`src/rtl/regfile_writeback_arbiter.sv`:
```
// regfile_writeback_arbiter
//   Shares the single register-file write port between the in-order
//   write-back stage (A) and the multi-cycle execution unit (B). Fixed
//   priority to A, with a starvation guard that forces B after STARVE_LIMIT
//   consecutive A wins. The winning write is registered onto
//   RegWrite/WriteReg/WriteData. A busy scoreboard tracks destinations
//   issued to B so decode can detect RAW/WAW hazards.
//
// Ports
//   clk, rst                    clock, async active-low reset
//   a_valid/a_reg/a_data/a_ready   write-back stage request + accept
//   b_valid/b_reg/b_data/b_ready   multi-cycle unit request + accept
//   issue_valid/issue_reg       destination issued to unit B (sets busy)
//   chk_reg1/chk_reg2/chk_busy  decode hazard probe (combinational)
//   RegWrite/WriteReg/WriteData registered register-file write port
module regfile_writeback_arbiter #(
  parameter int unsigned STARVE_LIMIT = 4  // 1..15
) (
  input  logic        clk,
  input  logic        rst,
  input  logic        a_valid,
  input  logic [4:0]  a_reg,
  input  logic [31:0] a_data,
  output logic        a_ready,
  input  logic        b_valid,
  input  logic [4:0]  b_reg,
  input  logic [31:0] b_data,
  output logic        b_ready,
  input  logic        issue_valid,
  input  logic [4:0]  issue_reg,
  input  logic [4:0]  chk_reg1,
  input  logic [4:0]  chk_reg2,
  output logic        chk_busy,
  output logic        RegWrite,
  output logic [4:0]  WriteReg,
  output logic [31:0] WriteData
);

  typedef struct packed {
    logic [4:0]  rd;
    logic [31:0] data;
  } wr_t;

  localparam logic [3:0] LIM = 4'(STARVE_LIMIT);

  logic [31:0] busy_q, busy_d;
  logic [3:0]  starve_q, starve_d;
  logic        src_q;  // 1 = current output write came from B

  logic a_ok, a_grant, b_grant, xfer;
  wr_t  win;

  always_comb begin
    // A must not overtake an outstanding B result to the same register
    a_ok    = a_valid && !((a_reg != 5'd0) && busy_q[a_reg]);
    b_grant = rst && b_valid && ((starve_q == LIM) || !a_ok);
    a_grant = rst && a_ok && !b_grant;
    xfer    = a_grant || b_grant;
    win     = b_grant ? wr_t'{rd: b_reg, data: b_data}
                      : wr_t'{rd: a_reg, data: a_data};
  end

  assign a_ready  = a_grant;
  assign b_ready  = b_grant;
  assign chk_busy = busy_q[chk_reg1] | busy_q[chk_reg2];

  always_comb begin
    starve_d = starve_q;
    if (b_grant || !b_valid)
      starve_d = 4'd0;
    else if (a_grant && (starve_q != LIM))
      starve_d = starve_q + 4'd1;
  end

  // Clear on the commit edge of a B write, then set from issue so a
  // same-edge set/clear of one register leaves it busy.
  always_comb begin
    busy_d = busy_q;
    if (RegWrite && src_q)
      busy_d[WriteReg] = 1'b0;
    if (issue_valid)
      busy_d[issue_reg] = 1'b1;
    busy_d[0] = 1'b0;
  end

  always_ff @(posedge clk or negedge rst) begin
    if (!rst) begin
      busy_q    <= '0;
      starve_q  <= '0;
      src_q     <= 1'b0;
      RegWrite  <= 1'b0;
      WriteReg  <= '0;
      WriteData <= '0;
    end else begin
      busy_q   <= busy_d;
      starve_q <= starve_d;
      // x0 writes complete the handshake but never enable the write
      RegWrite <= xfer && (win.rd != 5'd0);
      if (xfer) begin
        WriteReg  <= win.rd;
        WriteData <= win.data;
        src_q     <= b_grant;
      end
    end
  end

endmodule

```
`config.mk`:
```
export PLATFORM = sky130hd
export DESIGN_NAME = regfile_writeback_arbiter
export DESIGN_NICKNAME = d
export VERILOG_FILES = /design/src/rtl/regfile_writeback_arbiter.sv
export SDC_FILE = /design/constraint.sdc
export NUM_CORES = 1
export LEC_CHECK = 0
export BUFFER_PORTS_ARGS = -buffer_cell sky130_fd_sc_hd__buf_2
export CAP_MARGIN = 15
export CORE_MARGIN = 2
export CORE_UTILIZATION = 49
export CTS_BUF_LIST = sky130_fd_sc_hd__clkbuf_8
export DETAILED_ROUTE_END_ITERATION = 16
export GPL_ROUTABILITY_DRIVEN = 0
export MAX_ROUTING_LAYER = met4
export PLACE_DENSITY = 0.79
export SLEW_MARGIN = 10
export SYNTH_ARGS = -nofsm -noshare
export SYNTH_HDL_FRONTEND = slang
export SYNTH_SLANG_ARGS = --single-unit
```
`constraint.sdc`:
```
create_clock -name clk -period 2.15 [get_ports clk]
set_input_delay 0 -clock clk [delete_from_list [all_inputs] [get_ports clk]]
set_output_delay 0 -clock clk [all_outputs]
set_load 0.1 [all_outputs]
```
* Word-level counts from Yosys, hierarchy flattened
Index checks and enable logic that the tools add are counted.
W data, S select, Z words.
** Word-level totals
- Bits in registers :: 74
- Bits in latches :: 0
- Memory bits (writable) :: 0
- Bits in read-only memories :: 0
- Bits of input ports :: 94
- Output and inout port bits :: 41
- Logic and storage cells :: 56
- Memories :: 0
** Cells by class
- Add/sub/neg operators :: 1
- $mul :: 0
- Div/mod/pow operators :: 0
- Magnitude comparators :: 7
- Eq/ne operators :: 2
- Shift operators :: 0
- Multiplexer cells :: 15
- Bitwise operators :: 4
- Reduce and logical (&&, ||, !) cells :: 21
** Operator list (count)
- $mux W32 :: 2
- $mux W37 :: 1
- $and A32 B32 Y32 :: 1
- $not A32 Y32 :: 1
- $or A32 B32 Y32 :: 1
- $lt A5 B6 Y1 const B :: 5
- $bmux W1 S5 :: 3
- $logic_and A1 B1 Y1 :: 11
- $demux W1 S5 :: 2
- $ge A5 B1 Y1 const B :: 2
- $reduce_bool A5 Y1 :: 2
- $mux W4 :: 2
- $mux W1 :: 5
- $add A4 B1 Y4 const B :: 1
- $eq A4 B3 Y1 const B :: 1
- $logic_not A1 Y1 :: 4
- $ne A4 B3 Y1 const B :: 1
- $logic_or A1 B1 Y1 :: 3
- $reduce_bool A2 Y1 :: 1
- $or A1 B1 Y1 :: 1

* Depth between registers and ports, before layout
- Depth after elaboration :: 13
- Mapped depth :: 9
- Mapped depth without buffers :: 6

* Worst setup path after synthesis
No wires, ideal clock.
- Path type :: flip-flop to output port
- Start :: reg busy_q[25]
- End :: out b_ready
- Arrival time :: 3.051 ns
- Data required time :: 2.150 ns
- Setup slack :: -0.901 ns
- Cell stages (with the launch flop) :: 8
- Buffers on the path :: 2
- Cell sequence :: dfrtp_1 mux4_2 nor2_1 nor4_1 nor3_1 buf_2 buf_2 a21oi_1
** On the way
- Word-level cells in the longest chain between the ends :: 8
** RTL lines
- from (decl) :: RTL line 46 : logic [31:0] busy_q, busy_d;
- from (signal assigned) :: RTL line 95 : busy_q <= busy_d;
- $bmux W1 S5 :: RTL line 55 : a_ok = a_valid && !((a_reg != 5'd0) && busy_q[a_reg]);
- $mux W1 (not written as such) :: RTL line 55
- $logic_and A1 B1 Y1 :: RTL line 55
- $logic_not A1 Y1 :: RTL line 55
- $logic_and A1 B1 Y1 :: RTL line 55
- $logic_not A1 Y1 :: RTL line 56 : b_grant = rst && b_valid && ((starve_q == LIM) || !a_ok);
- $logic_or A1 B1 Y1 :: RTL line 56
- $logic_and A1 B1 Y1 :: RTL line 56
- to (decl) :: RTL line 28 : output logic b_ready,
Every way passes these cells. The select of a mux whose other input is x is not followed.

* Worst setup path in the final report
- Start :: reg busy_q[14]
- End :: reg WriteData[16]
** On the way
- Word-level cells in the longest chain between the ends :: 11
- Elaborated cells on any way between the ends :: 13
- Classes of those cells :: mux: 3; reduce/logical: 10
** RTL lines
- $bmux W1 S5 (*) :: RTL line 55
- $mux W1 (not written as such) (*) :: RTL line 55
- $logic_and A1 B1 Y1 (*) :: RTL line 55
- $logic_not A1 Y1 (*) :: RTL line 55
- $logic_and A1 B1 Y1 (*) :: RTL line 55
- $logic_not A1 Y1 :: RTL line 56
- $logic_or A1 B1 Y1 :: RTL line 56
- $logic_and A1 B1 Y1 :: RTL line 56
- $logic_not A1 Y1 :: RTL line 57 : a_grant = rst && a_ok && !b_grant;
- $logic_and A1 B1 Y1 :: RTL line 57
- $logic_or A1 B1 Y1 :: RTL line 58 : xfer = a_grant || b_grant;
- to (signal assigned) :: RTL line 101 : WriteData <= win.data;
- to (decl) :: RTL line 36 : output logic [31:0] WriteData
Mark *: on every way between the ends. The rest lies on a longest branch, timed or not. The select of a mux whose other input is x is not followed.
A chain may end at the register's enable or synchronous reset.

==> flow_summary.ini <==
[finish]
final_cell_mix = buf_2 (130), dfrtp_1 (74), o21ai_0 (64), mux2i_1 (42), buf_4 (40)
final_common_cell = buf_2
fill_cells = 587
num-nets-final = 744
diodes = 0
drive_above_1_share = 0.4165
register_area_mm2 = 0.001852
area_growth_pct = 45.34
multiInputGateArea_mm2 = 0.002711
final_util = 0.7274
design_area_mm2 = 0.006658

[die]
row_count = 35
die-area_mm2 = 0.01014
io_pins = 135
die_w_um = 100.7
core_mm2 = 0.009153
start_util = 0.5005
fp.dieH_um = 100.7

[worst_setup_path]
crit_start = busy_q[14]$_DFF_PN0_
worstSetupPathType = reg2reg
arrival_ns = 2.75
reg2reg_from = busy_q[14]$_DFF_PN0_
endpoint_kind = flop
crit_required_ns = 2.41
startpoint_type = flop
path_max_fanout = 5

[power_and_ir_drop]
ir_drop_uv = 951.5
p_total_mw = 6.445
p_per_area_mw_per_mm2 = 968.1
p_leak_nw = 2.903

[grt]
track_usage = 0.3461
grt_max_degree = 48
grt_overflow = 0
grt_pass1_wl_mm = 26.12
antenna_found_initial = 0
grt_pass1_vias = 4977

[yosys]
syn_avg_cell_area_um2 = 10.22
syn_inst = 448
ys_types = 40
yosys_warnings = 0
yosysSeqAreaShare = 0.4043
ys.flop_type = dfrtp_1
async_flop_share = 1.000
ys_seq_elements = 74
synth_edf_count = 0
synth_nets = 544
synth_area_mm2 = 0.004581

[routing]
ant_nets = 0
via_per_inst = 6.863
drt_iter0_markers = 918
wl_mm = 18.65
drt-wirelength-per-cell_um = 24.41
dr.pass1.iters = 7
drc = 0
num_vias = 5243

[timing]
rsz0062_at_grt = true
period_needed_ns = 2.482
fin_ws_ns = -0.3323
whs_ns = -0.008209
finalClockSkew_ns = 0.02058
finalHoldViolCount = 6
post-route-period-util = 1.155
slew-limit-headroom = 0.5861
worst_pin_slew_ns = 0.6209
fmaxAchievable_mhz = 402.8
tns_ns = -9.478
setup_viol = 45
report.final.slew_viol_count = 0

[status]
violations = hold timing, setup timing
status = finished, violations left

[run]
max-cap-violations = 0

[placement]
hpwl_mm = 9.796
placed_area_mm2 = 0.005620
portBuffers = 134

[min_path]
hold_class = in2reg
hp-start = a_data[9]

[clock_tree]
insertion_delay_ns = 0.38
cts_max_path_buffers = 2
cts_tree = done
cts.clk_slew.worst_paths_ns = 0.10
cts_root_buf = clkbuf_8
cts_buffers = 9
clkSinkCount = 74
htreeDepth = 3
[power by group]
| part | total, mW | internal, mW | switching, mW |
|---|---|---|---|
| Combinational | 3.15 | 1.07 | 2.08 |
| Sequential | 2.04 | 1.72 | 0.314 |
| Clock | 1.25 | 0.654 | 0.597 |
| Total | 6.45 | 3.45 | 2.99 |
[cells by family after synthesis]
kind of cell | share of synthesized area
multiplexers | 0.2169
flip-flops | 0.4043
AO/OA/AOI/OAI | 0.1734
adder cells (fa/ha/maj) | 0.005462
AND/OR/NAND/NOR | 0.1560
buffers and inverters | 0.04398
[layout make-up]
| cell class | count | share of cell area |
|---|---|---|
| clock buffers | 9 | 0.01861 |
| repair buffers | 225 | 0.2588 |
| multi-input cells | 334 | 0.4073 |
| flip-flops and latches | 74 | 0.2781 |
| inverters | 4 | 0.002255 |
| clock inverters | 7 | 0.01410 |
| well taps | 111 | 0.02086 |
[layer usage]
metal,part of all wire,vias up,GRT usage,routed length [um]
li1,-,2138,-,-
met1,0.35,2463,0.4474,6528
met2,0.47,509,0.5385,8837
met3,0.12,133,0.05964,2262
met4,0.055,0,0.1517,1024
met5,0,-,-,0
[path summary, 6_finish.rpt]
path | endpoint | slack [ns] | cells past startpoint
worst min-delay path | WriteData[9]$_DFFE_PN0P_ | -0.008 | 3
max in group asynchronous | WriteData[10]$_DFFE_PN0P_ | 1.39 | 3
worst max-delay path | WriteData[16]$_DFFE_PN0P_ | -0.33 | 10
worst max register to register | WriteData[16]$_DFFE_PN0P_ | -0.33 | 10
worst min register to register | WriteData[3]$_DFFE_PN0P_ | 0.57 | 2
min in group asynchronous | starve_q[1]$_DFFE_PN0P_ | 0.22 | 3
[stage by stage]
step / worst slack, ns / instances
after floorplan: -0.03911 / 448
after global placement: -0.07706 / 695
after detailed placement: -0.1449 / 695
after CTS: -0.2083 / 756
after global routing: -0.3762 / 764
final: -0.3323 / 764
[cells in the mapped netlist, types with 6 or more instances]
master	n	area share
dfrtp_1	74	0.40
o21ai_0	65	0.071
nor2_1	45	0.037
mux2i_1	43	0.094
nor3_1	38	0.042
a311oi_1	37	0.071
mux4_2	23	0.11
clkbuf_1	21	0.017
nand2_1	20	0.016
nand3b_1	9	0.015
buf_2	8	0.0087
nand3_1	6	0.0066
[sequential cells by signal, indices dropped and copies added, names as in the netlist]
name,cells
RegWrite,1
WriteData,32
WriteReg,5
busy_q,31
src_q,1
starve_q,4
[what timing repair did]
item | CTS | global route
endpoints found under the setup margin | 42 | 46
setup buffers | 9 | 3
hold buffers | 31 | 2
resized for setup | 13 | 29
gates cloned | 5 | 3
pin swaps | 3 | 7
hold endpoints to repair | 91 | 1
[worst max-delay path, cell delays in order, from the launching register on]
cell	delay [ns]
dfrtp_1	0.40
mux4_2	0.49
mux2i_4	0.22
o221ai_4	0.15
buf_6	0.14
o41ai_4	0.22
buf_4	0.20
buf_6	0.12
buf_8	0.12
nor2_1	0.05
a311oi_1	0.27
No activity file was read; power rests on OpenSTA's default activity.
